File: config.mk
export PLATFORM = sky130hd
export DESIGN_NAME = mac_normalize_pipe
export DESIGN_NICKNAME = d
export VERILOG_FILES = /design/src/rtl/mac_normalize_pipe.sv
export SDC_FILE = /design/constraint.sdc
export NUM_CORES = 1
export LEC_CHECK = 0
export CORE_UTILIZATION = 40
export DETAILED_ROUTE_END_ITERATION = 10
export GPL_TIMING_DRIVEN = 0
export PLACE_DENSITY = 0.72
export SLEW_MARGIN = 10
export SYNTH_ARGS = -nofsm -noshare
export SYNTH_HDL_FRONTEND = slang
export SYNTH_SLANG_ARGS = --single-unit
export TNS_END_PERCENT = 20
File: constraint.sdc
create_clock -name clk -period 3 [get_ports clk]
set_clock_uncertainty 0.2 [all_clocks]
set_input_delay 0.6 -clock clk [delete_from_list [all_inputs] [get_ports clk]]
set_output_delay 0.6 -clock clk [all_outputs]
set_load 0.01 [all_outputs]
File: src/rtl/mac_normalize_pipe.sv
// Two-stage normalizer for an aligned MAC sum: S1 captures the beat plus its
// leading-one position, S2 shifts the mantissa up and produces the exponent adjust.
module mac_normalize_pipe (
  input  logic        clk,
  input  logic        rst,
  input  logic        in_valid,
  output logic        in_ready,
  input  logic [11:0] sum_mag,
  input  logic        sign,
  input  logic [5:0]  max_exp,
  input  logic [4:0]  Q_frac,
  output logic        out_valid,
  input  logic        out_ready,
  output logic [10:0] norm_sum_with_leading1,
  output logic [4:0]  signed_exp_diff,
  output logic        exp_carry,
  output logic        sign_o,
  output logic [5:0]  max_exp_o,
  output logic [4:0]  Q_frac_o,
  output logic [50:0] number
);

  logic        s1Valid_q, s1Valid_d;
  logic [11:0] s1Mag_q, s1Mag_d;
  logic        s1Sign_q, s1Sign_d;
  logic [5:0]  s1MaxExp_q, s1MaxExp_d;
  logic [4:0]  s1QFrac_q, s1QFrac_d;
  logic [3:0]  s1Pos_q, s1Pos_d;

  logic        s2Valid_q, s2Valid_d;
  logic [10:0] s2Norm_q, s2Norm_d;
  logic [4:0]  s2Diff_q, s2Diff_d;
  logic        s2Carry_q, s2Carry_d;
  logic        s2Sign_q, s2Sign_d;
  logic [5:0]  s2MaxExp_q, s2MaxExp_d;
  logic [4:0]  s2QFrac_q, s2QFrac_d;

  logic        s1Load, s2Load;
  logic [3:0]  leadPos;
  logic [3:0]  shiftAmt;
  logic [10:0] normCalc;
  logic [4:0]  diffCalc;
  logic        carryCalc;

  // S2 can take a beat when it is empty or its beat leaves this cycle.
  assign s2Load   = !s2Valid_q || out_ready;
  assign in_ready = !s1Valid_q || s2Load;
  assign s1Load   = in_valid && in_ready;

  // Highest set bit among 0..10; bit 11 is handled separately as the carry case.
  always_comb begin
    leadPos = '0;
    for (int i = 0; i < 11; i++) begin
      if (sum_mag[i]) leadPos = 4'(i);
    end
  end

  always_comb begin
    shiftAmt  = 4'd10 - s1Pos_q;
    normCalc  = '0;
    diffCalc  = '0;
    carryCalc = 1'b0;
    if (s1Mag_q[11]) begin
      normCalc  = s1Mag_q[11:1];
      carryCalc = 1'b1;
    end else if (s1Mag_q != 12'd0) begin
      normCalc = s1Mag_q[10:0] << shiftAmt;
      diffCalc = 5'd0 - {1'b0, shiftAmt};
    end
  end

  always_comb begin
    s1Valid_d  = s1Valid_q;
    s1Mag_d    = s1Mag_q;
    s1Sign_d   = s1Sign_q;
    s1MaxExp_d = s1MaxExp_q;
    s1QFrac_d  = s1QFrac_q;
    s1Pos_d    = s1Pos_q;
    if (s1Load) begin
      s1Valid_d  = 1'b1;
      s1Mag_d    = sum_mag;
      s1Sign_d   = sign;
      s1MaxExp_d = max_exp;
      s1QFrac_d  = Q_frac;
      s1Pos_d    = leadPos;
    end else if (s2Load) begin
      s1Valid_d = 1'b0;
    end
  end

  always_comb begin
    s2Valid_d  = s2Valid_q;
    s2Norm_d   = s2Norm_q;
    s2Diff_d   = s2Diff_q;
    s2Carry_d  = s2Carry_q;
    s2Sign_d   = s2Sign_q;
    s2MaxExp_d = s2MaxExp_q;
    s2QFrac_d  = s2QFrac_q;
    if (s2Load) begin
      s2Valid_d = s1Valid_q;
      if (s1Valid_q) begin
        s2Norm_d   = normCalc;
        s2Diff_d   = diffCalc;
        s2Carry_d  = carryCalc;
        s2Sign_d   = s1Sign_q;
        s2MaxExp_d = s1MaxExp_q;
        s2QFrac_d  = s1QFrac_q;
      end
    end
  end

  always_ff @(posedge clk or posedge rst) begin
    if (rst) begin
      s1Valid_q  <= 1'b0;
      s1Mag_q    <= '0;
      s1Sign_q   <= 1'b0;
      s1MaxExp_q <= '0;
      s1QFrac_q  <= '0;
      s1Pos_q    <= '0;
      s2Valid_q  <= 1'b0;
      s2Norm_q   <= '0;
      s2Diff_q   <= '0;
      s2Carry_q  <= 1'b0;
      s2Sign_q   <= 1'b0;
      s2MaxExp_q <= '0;
      s2QFrac_q  <= '0;
    end else begin
      s1Valid_q  <= s1Valid_d;
      s1Mag_q    <= s1Mag_d;
      s1Sign_q   <= s1Sign_d;
      s1MaxExp_q <= s1MaxExp_d;
      s1QFrac_q  <= s1QFrac_d;
      s1Pos_q    <= s1Pos_d;
      s2Valid_q  <= s2Valid_d;
      s2Norm_q   <= s2Norm_d;
      s2Diff_q   <= s2Diff_d;
      s2Carry_q  <= s2Carry_d;
      s2Sign_q   <= s2Sign_d;
      s2MaxExp_q <= s2MaxExp_d;
      s2QFrac_q  <= s2QFrac_d;
    end
  end

  assign out_valid              = s2Valid_q;
  assign norm_sum_with_leading1 = s2Norm_q;
  assign signed_exp_diff        = s2Diff_q;
  assign exp_carry              = s2Carry_q;
  assign sign_o                 = s2Sign_q;
  assign max_exp_o              = s2MaxExp_q;
  assign Q_frac_o               = s2QFrac_q;
  // No sub-cells are instantiated, so the aggregated cell count is zero.
  assign number                 = '0;

endmodule
==> insert_results.sql <==
INSERT INTO impl_metrics (metric_group, metric, value, unit) VALUES
('run_status', 'run_status', 'finished, final reports clean', ''),
('setup_path', 'cp_slowest_cell', 'sky130_fd_sc_hd__clkdlybuf4s50_1', ''),
('synth', 'synth_sequential_area_ratio', '45.88', '%'),
('place', 'place.gp.congestion', '0.8749', ''),
('setup_path', 'worstSetupPathType', 'input port to output pin', ''),
('sta', 'final-max-slew-violation-count', '0', ''),
('clocking', 'tritoncts.num_buffers', '9', ''),
('setup_path', 'critPathTopFamily', 'buffers and inverters', ''),
('layout', 'finalNetCount', '446', ''),
('floorplanning', 'floorplan.rows', '32', ''),
('route', 'detailed_route_wl', '6.500', 'mm'),
('synth', 'synthesis.area', '3218', 'um2'),
('clocking', 'cts.reportedPaths.clkPinSlew', '60', 'ps'),
('setup_path', 'crit_arrival', '1780', 'ps'),
('route', 'dr.first_iter.drc_count', '99', ''),
('layout', 'num-fill-cells', '697', ''),
('grt', 'grt_first_pass_wirelength', '10.77', 'mm'),
('layout', 'area.growth.synth_to_final', '34.72', '%'),
('setup_path', 'worstPathCellList', 'clkdlybuf4s50_1 -> nand3b_1 -> clkdlybuf4s50_1', ''),
('layout', 'num_antenna_cells', '0', ''),
('clocking', 'clock_sink_total', '59', ''),
('floorplanning', 'initial_standard_cell_utilization_of_the_core', '41.43', '%'),
('setup_path', 'worstPathRequired', '2200', 'ps'),
('grt', 'grt_util_all_layers', '16.53', '%'),
('synth', 'yosys_most_used_dff', 'sky130_fd_sc_hd__dfrtp_1', ''),
('clocking', 'cts_htree_levels', '3', ''),
('floorplanning', 'die_height', '91.70', 'um'),
('setup_path', 'ff2ff_setup_slack', '580', 'ps'),
('synth', 'postSynthCellCount', '296', ''),
('synth', 'average_footprint_of_a_synthesized_cell', '10.87', 'um2'),
('min_path', 'hold_path.class', 'flop to flop', ''),
('setup_path', 'critPathCaptureType', 'output pin', ''),
('floorplanning', 'design.core.area', '7767', 'um2'),
('layout', 'drive_gt1_share', '30.17', '%'),
('route', 'residual_drc_count', '0', ''),
('clocking', 'insertion_delay', '340', 'ps'),
('setup_path', 'crit_path_start', 'out_ready', ''),
('clocking', 'tritoncts', 'done', ''),
('clocking', 'post-cts-setup-buffer-count', '0', ''),
('clocking', 'clk_path_buf_depth', '2', ''),
('route', 'average_wire_length_per_cell_after_detail_routing', '12.43', 'um'),
('route', 'num_vias', '2387', ''),
('sta', 'endpoints_failing_setup', '0', ''),
('setup_path', 'critical_path_cell_count', '3', ''),
('clocking', 'postCtsResizedCells', '0', ''),
('grt', 'antenna_violations_before_repair', '0', ''),
('route', 'postRouteAntennaNets', '0', ''),
('setup_path', 'cpMostUsedCell', 'sky130_fd_sc_hd__clkdlybuf4s50_1', ''),
('floorplanning', 'top_level_ports', '110', ''),
('clocking', 'holdBufCountCts', '0', ''),
('place', 'port-buffer-count', '58', ''),
('sta', 'relSlewSlack', '60.00', '%'),
('floorplanning', 'design.die.area', '8408', 'um2'),
('sta', 'layout_worst_path_cycle_share', '86.09', '%'),
('pwr', 'power.density_cell_area', '638.2', 'nW/um2'),
('synth', 'yosys_warnings', '0', ''),
('flow_run', 'cap_viol_max_count', '0', ''),
('sta', 'grt_setup_unrepaired', 'no', ''),
('sta', 'fmaxAchievable', '387.2', 'MHz'),
('sta', 'final-hold-violation-count', '0', ''),
('pwr', 'total_leakage_power', '2.017', 'nW'),
('setup_path', 'slowest_delay', '550', 'ps'),
('floorplanning', 'die_x', '91.70', 'um'),
('pwr', 'worst_ir_drop_vdd', '0.3008', 'mV'),
('synth', 'synth.distinct_cells', '43', ''),
('setup_path', 'timing.critical_path.fanout_max', '3', ''),
('sta', 'setup_tns', '0', 'ps'),
('synth', 'synth_enable_flop_cells', '0', ''),
('grt', 'grt_start_max_net_pins', '37', ''),
('route', 'viasPerCell', '4.564', ''),
('place', 'place_hpwl', '5.094', 'mm');
state kept, by name, summed over array words and instances (netlist names):
register	count
exp_carry	1
signed_exp_diff	5
sign_o	1
s1Pos_q	4
s1Mag_q	12
out_valid	1
s1Sign_q	1
s1Valid_q	1
Q_frac_o	5
s1MaxExp_q	6
max_exp_o	6
s1QFrac_q	5
norm_sum_with_leading1	11
Yosys cell counts (4+ instances only):
| master | n | area share (%) |
|---|---|---|
| sky130_fd_sc_hd__dfrtp_1 | 59 | 46 |
| sky130_fd_sc_hd__mux2_2 | 41 | 14 |
| sky130_fd_sc_hd__nor3_1 | 4 | 0.62 |
| sky130_fd_sc_hd__buf_2 | 8 | 1.2 |
| sky130_fd_sc_hd__o221ai_1 | 6 | 1.6 |
| sky130_fd_sc_hd__buf_4 | 51 | 12 |
| sky130_fd_sc_hd__nand2_1 | 32 | 3.7 |
| sky130_fd_sc_hd__o21ai_0 | 11 | 1.7 |
| sky130_fd_sc_hd__nor2_1 | 10 | 1.2 |
| sky130_fd_sc_hd__a21oi_1 | 9 | 1.4 |
| sky130_fd_sc_hd__mux2i_1 | 10 | 3.1 |
| sky130_fd_sc_hd__inv_1 | 5 | 0.58 |
metrics by stage:
step	total power [W]	cells	instance area [um2]	hold slack (ps)	setup slack [ps]
final	0.002767	523	4335	285.3	417.3
after global placement	0.002042	506	4114	264.0	-238.4
after CTS	0.002793	523	4335	293.3	421.5
after floorplan	0.001663	346	3406	274.9	743.7
after detailed placement	0.002062	507	4134	278.4	406.2
after global routing	0.002926	523	4335	312.4	351.5
how the worst min path moves through the flow:
stage,from,endpoint,slack [ps],depth (start not counted)
floorplan,s1QFrac_q[4],Q_frac_o[4],270,1
global placement,exp_carry,exp_carry,260,1
detailed placement,exp_carry,exp_carry,280,1
CTS,signed_exp_diff[1],signed_exp_diff[1],290,2
global route,signed_exp_diff[1],signed_exp_diff[1],310,2
finish,signed_exp_diff[1],signed_exp_diff[1],290,2
kinds of logic after synthesis:
logic type | count (synthesis) | share of synthesized area (%)
other | 1 | 0.1165
buffers and inverters | 68 | 14.66
flip-flops | 59 | 45.88
AND/OR/NAND/NOR | 62 | 8.788
multiplexers | 52 | 17.92
adder cells (fa/ha/maj) | 2 | 0.7775
XOR/XNOR | 7 | 2.372
AO/OA/AOI/OAI | 45 | 9.487
cells in the final DEF (no fill, tap or decap), types with 4 or more instances in the layout:
cell / instances
sky130_fd_sc_hd__clkbuf_8: 10
sky130_fd_sc_hd__nor3_1: 4
sky130_fd_sc_hd__o221ai_1: 6
sky130_fd_sc_hd__clkdlybuf4s50_1: 58
sky130_fd_sc_hd__o21ai_0: 11
sky130_fd_sc_hd__a21oi_1: 9
sky130_fd_sc_hd__buf_4: 51
sky130_fd_sc_hd__inv_1: 4
sky130_fd_sc_hd__conb_1: 51
sky130_fd_sc_hd__mux2i_1: 10
sky130_fd_sc_hd__buf_2: 8
sky130_fd_sc_hd__nand2_1: 32
sky130_fd_sc_hd__dfrtp_1: 59
sky130_fd_sc_hd__nor2_1: 10
sky130_fd_sc_hd__mux2_2: 41
report_power, final:
group / internal, W / switching, W
logic: 0.000532 / 0.000435
clock network: 0.000405 / 0.000316
registers: 0.000964 / 0.000116
routing by layer:
layer / wire length [um] / track usage [%] / vias up
li1: - / - / 1168
met1: 2829 / 21.63 / 1110
met2: 3032 / 26.00 / 96
met3: 496 / 4.146 / 13
met4: 143 / 7.292 / 0
met5: 0 / 0 / -
cell type report:
cell class | count | area (um2) | share of cell area [%]
Multi-Input combinational cell | 219 | 1458 | 33.62
Timing Repair Buffer | 59 | 600.6 | 13.85
Inverter | 5 | 18.77 | 0.4329
Tap cell | 102 | 127.6 | 2.944
Buffer | 63 | 452.9 | 10.45
Clock buffer | 10 | 137.6 | 3.175
Sequential cell | 59 | 1476 | 34.05
Clock inverter | 6 | 63.81 | 1.472
worst register-to-register path, stage by stage (launching register included):
cell and delay (ps):
sky130_fd_sc_hd__dfrtp_1 370, sky130_fd_sc_hd__buf_6 160, sky130_fd_sc_hd__buf_6 160, sky130_fd_sc_hd__inv_1 60, sky130_fd_sc_hd__ha_1 270, sky130_fd_sc_hd__buf_2 200, sky130_fd_sc_hd__buf_2 280, sky130_fd_sc_hd__mux2i_1 270
sky130_fd_sc_hd__nor2_1 60, sky130_fd_sc_hd__a21oi_1 130, sky130_fd_sc_hd__o221ai_1 120
Power figures use the tool's default switching activity.
